### config.mk
export PLATFORM = sky130hd
export DESIGN_NAME = seven_seg_capture
export DESIGN_NICKNAME = d
export VERILOG_FILES = /design/src/rtl/seven_seg_capture.sv
export SDC_FILE = /design/constraint.sdc
export NUM_CORES = 1
export LEC_CHECK = 0
export BUFFER_PORTS_ARGS = -buffer_cell sky130_fd_sc_hd__buf_4
export CORE_MARGIN = 2
export CORE_UTILIZATION = 37
export CTS_CLUSTER_DIAMETER = 100
export DETAILED_ROUTE_END_ITERATION = 12
export PLACE_DENSITY_LB_ADDON = 0.08
export SETUP_SLACK_MARGIN = 0.2
export SLEW_MARGIN = 20
export SYNTH_ARGS = -nofsm -noshare
export SYNTH_HDL_FRONTEND = slang
export SYNTH_SLANG_ARGS = --single-unit
### constraint.sdc
create_clock -name clk -period 2.5 [get_ports clk]
set_input_delay 0 -clock clk [delete_from_list [all_inputs] [get_ports clk]]
set_output_delay 0 -clock clk [all_outputs]
set_load 0.005 [all_outputs]
### src/rtl/seven_seg_capture.sv
// Recovers the hex digits shown on a multiplexed, active-low 7-segment display
// by waiting for each {an, seg} pair to hold steady. Optional illegal-capture
// counter: define SEG_CAPTURE_ERR_EN.
module seven_seg_capture #(
  parameter int unsigned STABLE_CNT = 4
) (
  input  logic       clk,
  input  logic       rst,
  input  logic [7:0] seg,
  input  logic [3:0] an,
  output logic [3:0] digit0,
  output logic [3:0] digit1,
  output logic [3:0] digit2,
  output logic [3:0] digit3,
  output logic [3:0] dp,
  output logic [3:0] dvalid,
  output logic       upd,
  output logic [7:0] err_cnt
);

  localparam logic [3:0] STABLE_MAX = 4'(STABLE_CNT);

  typedef struct packed {
    logic       ok;
    logic [3:0] val;
  } dec_t;

  function automatic dec_t decode(input logic [6:0] s);
    dec_t r;
    r.ok = 1'b1;
    case (s)
      7'h40: r.val = 4'h0;
      7'h79: r.val = 4'h1;
      7'h24: r.val = 4'h2;
      7'h30: r.val = 4'h3;
      7'h19: r.val = 4'h4;
      7'h12: r.val = 4'h5;
      7'h02: r.val = 4'h6;
      7'h78: r.val = 4'h7;
      7'h00: r.val = 4'h8;
      7'h10: r.val = 4'h9;
      7'h08: r.val = 4'hA;
      7'h03: r.val = 4'hB;
      7'h46: r.val = 4'hC;
      7'h21: r.val = 4'hD;
      7'h06: r.val = 4'hE;
      7'h0E: r.val = 4'hF;
      default: begin
        r.ok  = 1'b0;
        r.val = 4'h0;
      end
    endcase
    return r;
  endfunction

  logic [7:0]       seg_s1_q, seg_s2_q;
  logic [3:0]       an_s1_q, an_s2_q;
  logic [11:0]      pair_q, pair_d;
  logic [3:0]       cnt_q, cnt_d;
  logic             cap_q, cap_d;
  logic [3:0][3:0]  digit_q, digit_d;
  logic [3:0]       dp_q, dp_d;
  logic [3:0]       dvalid_q, dvalid_d;
  logic             upd_q, upd_d;

  logic [3:0]       an_cap;
  logic [7:0]       seg_cap;
  logic             sel_ok;
  logic [1:0]       sel_idx;
  dec_t             dec;

  assign an_cap  = pair_q[11:8];
  assign seg_cap = pair_q[7:0];
  assign dec     = decode(seg_cap[6:0]);

  // NOTE: every always_comb output gets a default first so no path leaves it unassigned (no latch).
  always_comb begin
    pair_d = {an_s2_q, seg_s2_q};
    if (pair_d != pair_q)          cnt_d = 4'd1;
    else if (cnt_q == STABLE_MAX)  cnt_d = cnt_q;
    else                           cnt_d = cnt_q + 4'd1;
    cap_d = (cnt_d == STABLE_MAX) && (cnt_q != STABLE_MAX);
  end

  always_comb begin
    sel_ok  = 1'b1;
    sel_idx = 2'd0;
    case (an_cap)
      4'b1110: sel_idx = 2'd0;
      4'b1101: sel_idx = 2'd1;
      4'b1011: sel_idx = 2'd2;
      4'b0111: sel_idx = 2'd3;
      default: sel_ok  = 1'b0;
    endcase
  end

  // The capture stage works from pair_q, which still holds the pair that just became stable.
  always_comb begin
    digit_d  = digit_q;
    dp_d     = dp_q;
    dvalid_d = dvalid_q;
    upd_d    = 1'b0;
    if (cap_q && sel_ok && dec.ok) begin
      digit_d[sel_idx]  = dec.val;
      dp_d[sel_idx]     = ~seg_cap[7];
      dvalid_d[sel_idx] = 1'b1;
      upd_d = !dvalid_q[sel_idx] || (digit_q[sel_idx] != dec.val) ||
              (dp_q[sel_idx] != ~seg_cap[7]);
    end
  end

  // NOTE: sequential state uses non-blocking assignments so all flops update from pre-edge values.
  always_ff @(posedge clk or posedge rst) begin
    if (rst) begin
      seg_s1_q <= '0;
      seg_s2_q <= '0;
      an_s1_q  <= '0;
      an_s2_q  <= '0;
      pair_q   <= '1;
      cnt_q    <= '0;
      cap_q    <= 1'b0;
      digit_q  <= '0;
      dp_q     <= '0;
      dvalid_q <= '0;
      upd_q    <= 1'b0;
    end else begin
      seg_s1_q <= seg;
      seg_s2_q <= seg_s1_q;
      an_s1_q  <= an;
      an_s2_q  <= an_s1_q;
      pair_q   <= pair_d;
      cnt_q    <= cnt_d;
      cap_q    <= cap_d;
      digit_q  <= digit_d;
      dp_q     <= dp_d;
      dvalid_q <= dvalid_d;
      upd_q    <= upd_d;
    end
  end

  assign digit0 = digit_q[0];
  assign digit1 = digit_q[1];
  assign digit2 = digit_q[2];
  assign digit3 = digit_q[3];
  assign dp     = dp_q;
  assign dvalid = dvalid_q;
  assign upd    = upd_q;

`ifdef SEG_CAPTURE_ERR_EN
  logic [7:0] err_q, err_d;
  logic       blank;
  logic       illegal;

  // A blank display (all anodes off) is not an error, whatever seg shows.
  always_comb begin
    blank   = (an_cap == 4'b1111);
    illegal = cap_q && !blank && !(sel_ok && dec.ok);
    err_d   = err_q;
    if (illegal && (err_q != 8'hFF)) err_d = err_q + 8'd1;
  end

  always_ff @(posedge clk or posedge rst) begin
    if (rst) err_q <= '0;
    else     err_q <= err_d;
  end

  assign err_cnt = err_q;
`else
  assign err_cnt = '0;
`endif

endmodule

==> results.py, run 1 <==
metrics = {
    "run_status": {
        "outcome": "completed",
    },
    "place": {
        "pre_cts_slack_ns": 0.0659,
        "dpl_cell_area_sq_um": 3630,
        "routabilityCongestion": 0.774,
        "port_buffers": 38,
        "hpwl_microns": 5020,
        "dp_cells": 414,
    },
    "setup_path": {
        "crit_fanout": 7,
        "rr_worst_depth": 8,
        "r2r-start": "pair_q[4]",
        "cp_top_family": "flip-flops",
        "r2r_end": "digit1[2]",
        "cpMostUsedCell": "buf_4",
        "cp.arrival_ns": 2.47,
        "r2r_slack_ns": 0.27,
        "start_kind": "flop",
        "crit_buf_inv": 2,
        "slowest_stage": "dfstp_4",
        "critical_path_class": "flop to flop",
        "crit_path_end_kind": "flop",
        "cpPeakStageDelay_ns": 0.69,
        "crit_chain": "buf_4 > and3_1 > a32oi_1 > o221ai_2 > a21oi_4 > buf_4 > nor2_8 > mux2_4",
        "required_ns": 2.73,
    },
    "logic_synthesis": {
        "avgSynthCellArea_sq_um": 11.9,
        "synth_cell_types": 62,
        "synth_top_area_share_pct": 41.3,
        "yosys_warnings": 0,
        "synthAdderAreaFrac_pct": 0.765,
        "synth-simple-area-share_pct": 18.6,
        "ys_ff_latch": 66,
        "synthArstFlopShare_pct": 100,
        "syn_inst": 276,
        "synth_compound_area_share_pct": 10.6,
        "muxShareOfSynthArea_pct": 7.34,
        "synth_top_family_by_area": "simple AND/OR/NAND/NOR gates",
        "synth_seq_area_share_pct": 50.9,
        "synth_top_cell_by_area": "dfrtp_1",
        "synth_top_flop_cell": "dfrtp_1",
        "synth-xor-area-share_pct": 5.35,
        "synthTopCellsByArea": "dfrtp_1, dfstp_2, mux2_4, xor2_1, buf_4",
        "synth-edff-count": 0,
        "syn_area_sq_um": 3270,
    },
    "timing": {
        "worst_slack_ns": 0.265,
        "fmax_ghz": 0.447,
        "min_period_ns": 2.23,
        "setup_viol": 0,
        "worst_pin_slew_ns": 0.631,
        "slew_headroom_pct": 57.8,
        "skew_ns": 0.00961,
        "drv_slew": 0,
        "rsz0062_at_grt": "no",
        "hold_viol": 0,
        "timing.hold.ws_ns": 0.289,
        "period_share_pct": 89.4,
        "fin_tns_setup_ns": 0,
    },
    "layout": {
        "largest_register": "pair_q",
        "diodes": 0,
        "drive_gt1_share_pct": 35.9,
        "syn_to_final_growth_pct": 29.3,
        "fin_area_sq_um": 4230,
        "largest_register_ffs": 12,
        "nFillCells": 783,
        "largestRegisters": "pair_q: 12 flops, seg_s1_q: 8 flops, seg_s2_q: 8 flops",
        "instances_no_fill": 465,
        "nNetsFinal": 368,
    },
    "route": {
        "vias_per_cell": 5.15,
        "vias": 2393,
        "drt_wl_total_microns": 7470,
        "ant_nets": 0,
        "first_pass_iters": 5,
        "drt_drc_violations_left": 0,
        "drt_iter0_drc": 151,
        "wl_per_cell_microns": 16.1,
    },
    "clock_tree": {
        "cts_buffers": 9,
        "cts-root-buf": "clkbuf_8",
        "clockBufferDepth": 2,
        "cts_tree": "built",
        "clk_latency_ns": 0.34,
        "cts.htree.levels": 3,
        "clock_sinks": 66,
        "cts.clk_slew.worst_paths_ns": 0.08,
    },
    "floorplanning": {
        "initial_core_util_pct": 37.9,
        "die_height_microns": 98.0,
        "pin_count": 47,
        "die_area_sq_um": 9610,
        "core_sq_um": 8640,
        "die_w_microns": 98.0,
        "rows": 34,
    },
    "global_routing": {
        "grt-ovfl-total": 0,
        "grt_pass1_wl_microns": 11800,
        "track_usage_pct": 15.7,
        "grt_pass1_vias": 2215,
        "antenna_found_initial": 0,
        "grt_max_degree": 40,
    },
    "power_and_ir_drop": {
        "p_leak_nw": 2.01,
        "irDropWorstVdd_uv": 331,
        "p_per_area_nw_per_um2": 576,
    },
    "min_path": {
        "hold_class": "input pin to asynchronous set/reset pin",
    },
    "job": {
        "maxCapViolations": 0,
    },
}
-- per-layer routing --
metal  up-vias  GRT usage [%]  part of all wire, %
met5         -              0                    0
met3        11           3.15                  4.3
met2        63           24.4                   47
met1      1193           21.1                   46
met4         0           7.16                  2.2
li1       1126              -                    -
-- synthesized netlist by cell type (3+ instances only) --
| cell type | instances |
|---|---|
| inv_1 | 8 |
| mux2_4 | 13 |
| a21oi_1 | 8 |
| buf_2 | 8 |
| xor2_1 | 16 |
| and3_1 | 3 |
| o21ai_1 | 5 |
| mux2_1 | 4 |
| dfstp_2 | 12 |
| o31ai_1 | 5 |
| or2_1 | 3 |
| buf_6 | 3 |
| nand3_1 | 13 |
| nor3b_1 | 4 |
| nand2b_1 | 3 |
| dfrtp_1 | 54 |
| nor3_1 | 7 |
| xnor2_1 | 4 |
| nand2_1 | 12 |
| o21ai_0 | 5 |
| nor2_1 | 10 |
| nand4b_1 | 7 |
| buf_4 | 11 |
| nor4_1 | 4 |
-- through the flow --
| stage | total power, mW | util [%] |
|---|---|---|
| 2_1_floorplan | 1.29 | - |
| 3_3_place_gp | 1.34 | 42.1 |
| 3_5_place_dp | 1.34 | 42.1 |
| 4_1_cts | 2.43 | 46.6 |
| 5_1_grt | 2.54 | 49.0 |
| 6_report | 2.44 | 49.0 |
-- final cells by class --
| cell class | count | area (sq um) | area share (%) |
|---|---|---|---|
| Clock inverter | 5 | 85.1 | 2.01 |
| Tap cell | 108 | 135 | 3.19 |
| Timing Repair Buffer | 83 | 692 | 16.4 |
| Multi-Input combinational cell | 183 | 1460 | 34.6 |
| Clock buffer | 11 | 151 | 3.58 |
| Inverter | 9 | 33.8 | 0.799 |
| Sequential cell | 66 | 1670 | 39.5 |
-- worst max-delay path by stage --
stage	start	endpoint	slack [ns]	cells after the start
6_report	pair_q[4]	digit1[2]	0.27	8
2_1_floorplan	pair_q[2]	digit1[0]	0.40	8
3_3_place_gp	pair_q[1]	digit0[2]	0.07	6
3_5_place_dp	pair_q[1]	digit0[1]	0.07	6
4_1_cts	pair_q[5]	digit1[2]	0.19	7
5_1_grt	pair_q[4]	digit2[3]	0.20	7
-- cell families (layout without fill, tap and decap cells) --
logic type,Yosys count,count (layout)
simple gates,92,92
flops,66,66
compound gates,44,44
buf+inv,34,108
xor+xnor,20,20
mux,17,17
fa+ha+maj,2,2
other cells,1,8
-- worst min-delay path, delay by kind of cell --
| family | cells | cell delay [ns] |
|---|---|---|
| buffers and inverters | 3 | 1.11 |
-- layout by cell type, fill, tap and decap left out, types with 3 or more instances in the layout --
cell,count
nand4b_1,7
nand2b_1,3
xor2_1,15
o31ai_1,5
dfrtp_1,54
or2_1,3
mux2_1,4
buf_4,64
dfstp_2,11
o21ai_1,5
mux2_4,13
nor3_1,7
dlygate4sd3_1,13
conb_1,8
o21ai_0,5
inv_1,7
nand2_1,12
nor4_1,4
nand3_1,13
buf_12,3
xnor2_1,4
nor3b_1,3
nor2_1,10
clkbuf_8,11
a21oi_1,8
and3_1,3
-- power breakdown --
group          total (mW)  internal (mW)  switching [mW]
logic               0.233          0.116           0.118
clock network        1.07          0.622           0.445
registers            1.14           1.11          0.0312
total                2.44           1.84           0.594
-- what timing repair did --
action,4_1_cts,5_1_grt
pin swaps,0,6
endpoints found under the setup margin,13,21
buffers inserted,3,19
gates resized for setup,0,9
hold endpoints to repair,39,0
hold buffers,13,0
Note: power is estimated with default switching activity, not from simulation.
==> run 2: changes to the inputs <==
- clock period: 2.5 -> 1.9 ns (I/O delays scaled with it)
==> results.py, run 2 (synthesized netlist as in run 1, its figures left out) <==
metrics = {
    "run_status": {
        "outcome": "finished with violations",
        "failed_checks": "setup timing",
    },
    "timing": {
        "setup_viol": 25,
        "drv_slew": 0,
        "fin_tns_setup_ns": -5.14,
        "skew_ns": 0.00889,
        "period_share_pct": 114,
        "fmax_ghz": 0.460,
        "timing.hold.ws_ns": 0.241,
        "hold_viol": 0,
        "min_period_ns": 2.17,
        "rsz0062_at_grt": "yes",
        "worst_slack_ns": -0.274,
    },
    "layout": {
        "diodes": 0,
        "largestRegisters": "pair_q: 12 flops, seg_s1_q: 8 flops, seg_s2_q: 8 flops",
        "fin_area_sq_um": 4780,
        "final_common_cell": "buf_4",
        "drive_gt1_share_pct": 51.6,
        "largest_register": "pair_q",
        "fin_util_pct": 55.3,
        "largest_register_ffs": 12,
        "ff_latch_area_sq_um": 1670,
        "multi_input_area_sq_um": 1670,
        "syn_to_final_growth_pct": 46.0,
        "final_cell_mix": "buf_4, dfrtp_1, mux2_4",
        "nFillCells": 754,
        "nNetsFinal": 418,
    },
    "global_routing": {
        "grt_pass1_wl_microns": 12500,
        "track_usage_pct": 16.8,
        "grt_pass1_vias": 2530,
        "grt-ovfl-total": 0,
        "antenna_found_initial": 0,
        "grt_max_degree": 46,
    },
    "route": {
        "drt_iter0_drc": 92,
        "ant_nets": 0,
        "vias_per_cell": 4.94,
        "drt_drc_violations_left": 0,
        "wl_per_cell_microns": 15.1,
        "drt_wl_total_microns": 7790,
        "vias": 2542,
        "first_pass_iters": 4,
    },
    "place": {
        "port_buffers": 38,
        "dpl_cell_area_sq_um": 4030,
        "hpwl_microns": 5320,
        "pre_cts_slack_ns": -0.356,
        "routabilityCongestion": 0.833,
    },
    "setup_path": {
        "required_ns": 2.13,
        "r2r_end": "digit0[0]",
        "cp-endpoint": "digit0[0]",
        "rr_worst_depth": 8,
        "r2r_slack_ns": -0.27,
        "crit_path_end_kind": "flop",
        "cp.arrival_ns": 2.41,
        "crit_fanout": 6,
        "r2r-start": "pair_q[3]",
        "start_kind": "flop",
        "crit_start": "pair_q[3]",
        "critical_path_class": "flop to flop",
    },
    "clock_tree": {
        "clockBufferDepth": 2,
        "cts-root-buf": "clkbuf_8",
        "clk_latency_ns": 0.34,
        "cts_buffers": 9,
        "cts_tree": "built",
        "cts.htree.levels": 3,
        "cts.clk_slew.worst_paths_ns": 0.08,
        "clock_sinks": 66,
    },
    "floorplanning": {
        "initial_core_util_pct": 37.9,
        "die_height_microns": 98.0,
        "die_w_microns": 98.0,
        "core_sq_um": 8640,
        "die_area_sq_um": 9610,
        "rows": 34,
        "pin_count": 47,
    },
    "power_and_ir_drop": {
        "p_leak_nw": 2.28,
        "p_per_area_nw_per_um2": 623,
        "irDropWorstVdd_uv": 547,
    },
    "min_path": {
        "hold_class": "input pin to asynchronous set/reset pin",
    },
    "job": {
        "maxCapViolations": 0,
    },
}
## run 2: cell types whose count changed in the layout (fill, tap and decap cells not counted), sizes merged
cell      change
inv           +3
clkbuf        -2
bufinv        -2
buf          +50
clkinvlp      +1
## run 2: cell type report
class	instances	share of cell area, %
clock buffer	9	2.59
clock inverter	7	1.23
tap	108	2.83
inverter	9	0.760
sequential	66	34.9
timing repair buffer	133	22.8
multi-input combinational	183	34.9
## run 2: metrics by stage
step	std cells	total power, mW
after global placement	461	1.82
final	515	2.98
after detailed placement	461	1.82
after global routing	515	3.13
after CTS	507	2.99
after floorplan	283	1.71
## run 2: worst min-delay path by stage
stage / start / end / slack, ns / cells after the start
floorplan: an[0] / an_s1_q[0] / 0.03 / 0
CTS: rst / dp[3] / 0.25 / 3
global route: rst / cnt_q[1] / 0.27 / 3
finish: rst / dp[3] / 0.24 / 3
global placement: rst / cnt_q[1] / 0.07 / 2
detailed placement: rst / cnt_q[1] / 0.07 / 2
## run 2: per-layer routing
| layer | global-route usage [%] | routed length [microns] |
|---|---|---|
| met1 | 20.8 | 3380 |
| met2 | 28.7 | 4010 |
| met3 | 4.15 | 325 |
| met4 | 5.56 | 82 |
| met5 | 0 | 0 |
## run 2: critical path, stage by stage, from the launching register on
cell and delay [ns]:
dfstp_2 0.62, buf_6 0.14, nand2b_1 0.08, a32oi_2 0.24
o221ai_2 0.17, a21oi_4 0.16, buf_12 0.14, nand3b_4 0.19
mux2_4 0.31
## run 2: power by group
group	switching [mW]	internal, mW
Clock	0.585	0.493
Combinational	0.195	0.213
Sequential	0.0366	1.45
## run 2: repair_timing
item / in CTS / in global routing
setup endpoints to repair: 29 / 29
hold buffers: 13 / 0
pin swaps: 20 / 17
gates resized for setup: 31 / 19
hold endpoints to repair: 32 / 0
setup buffers: 17 / 8
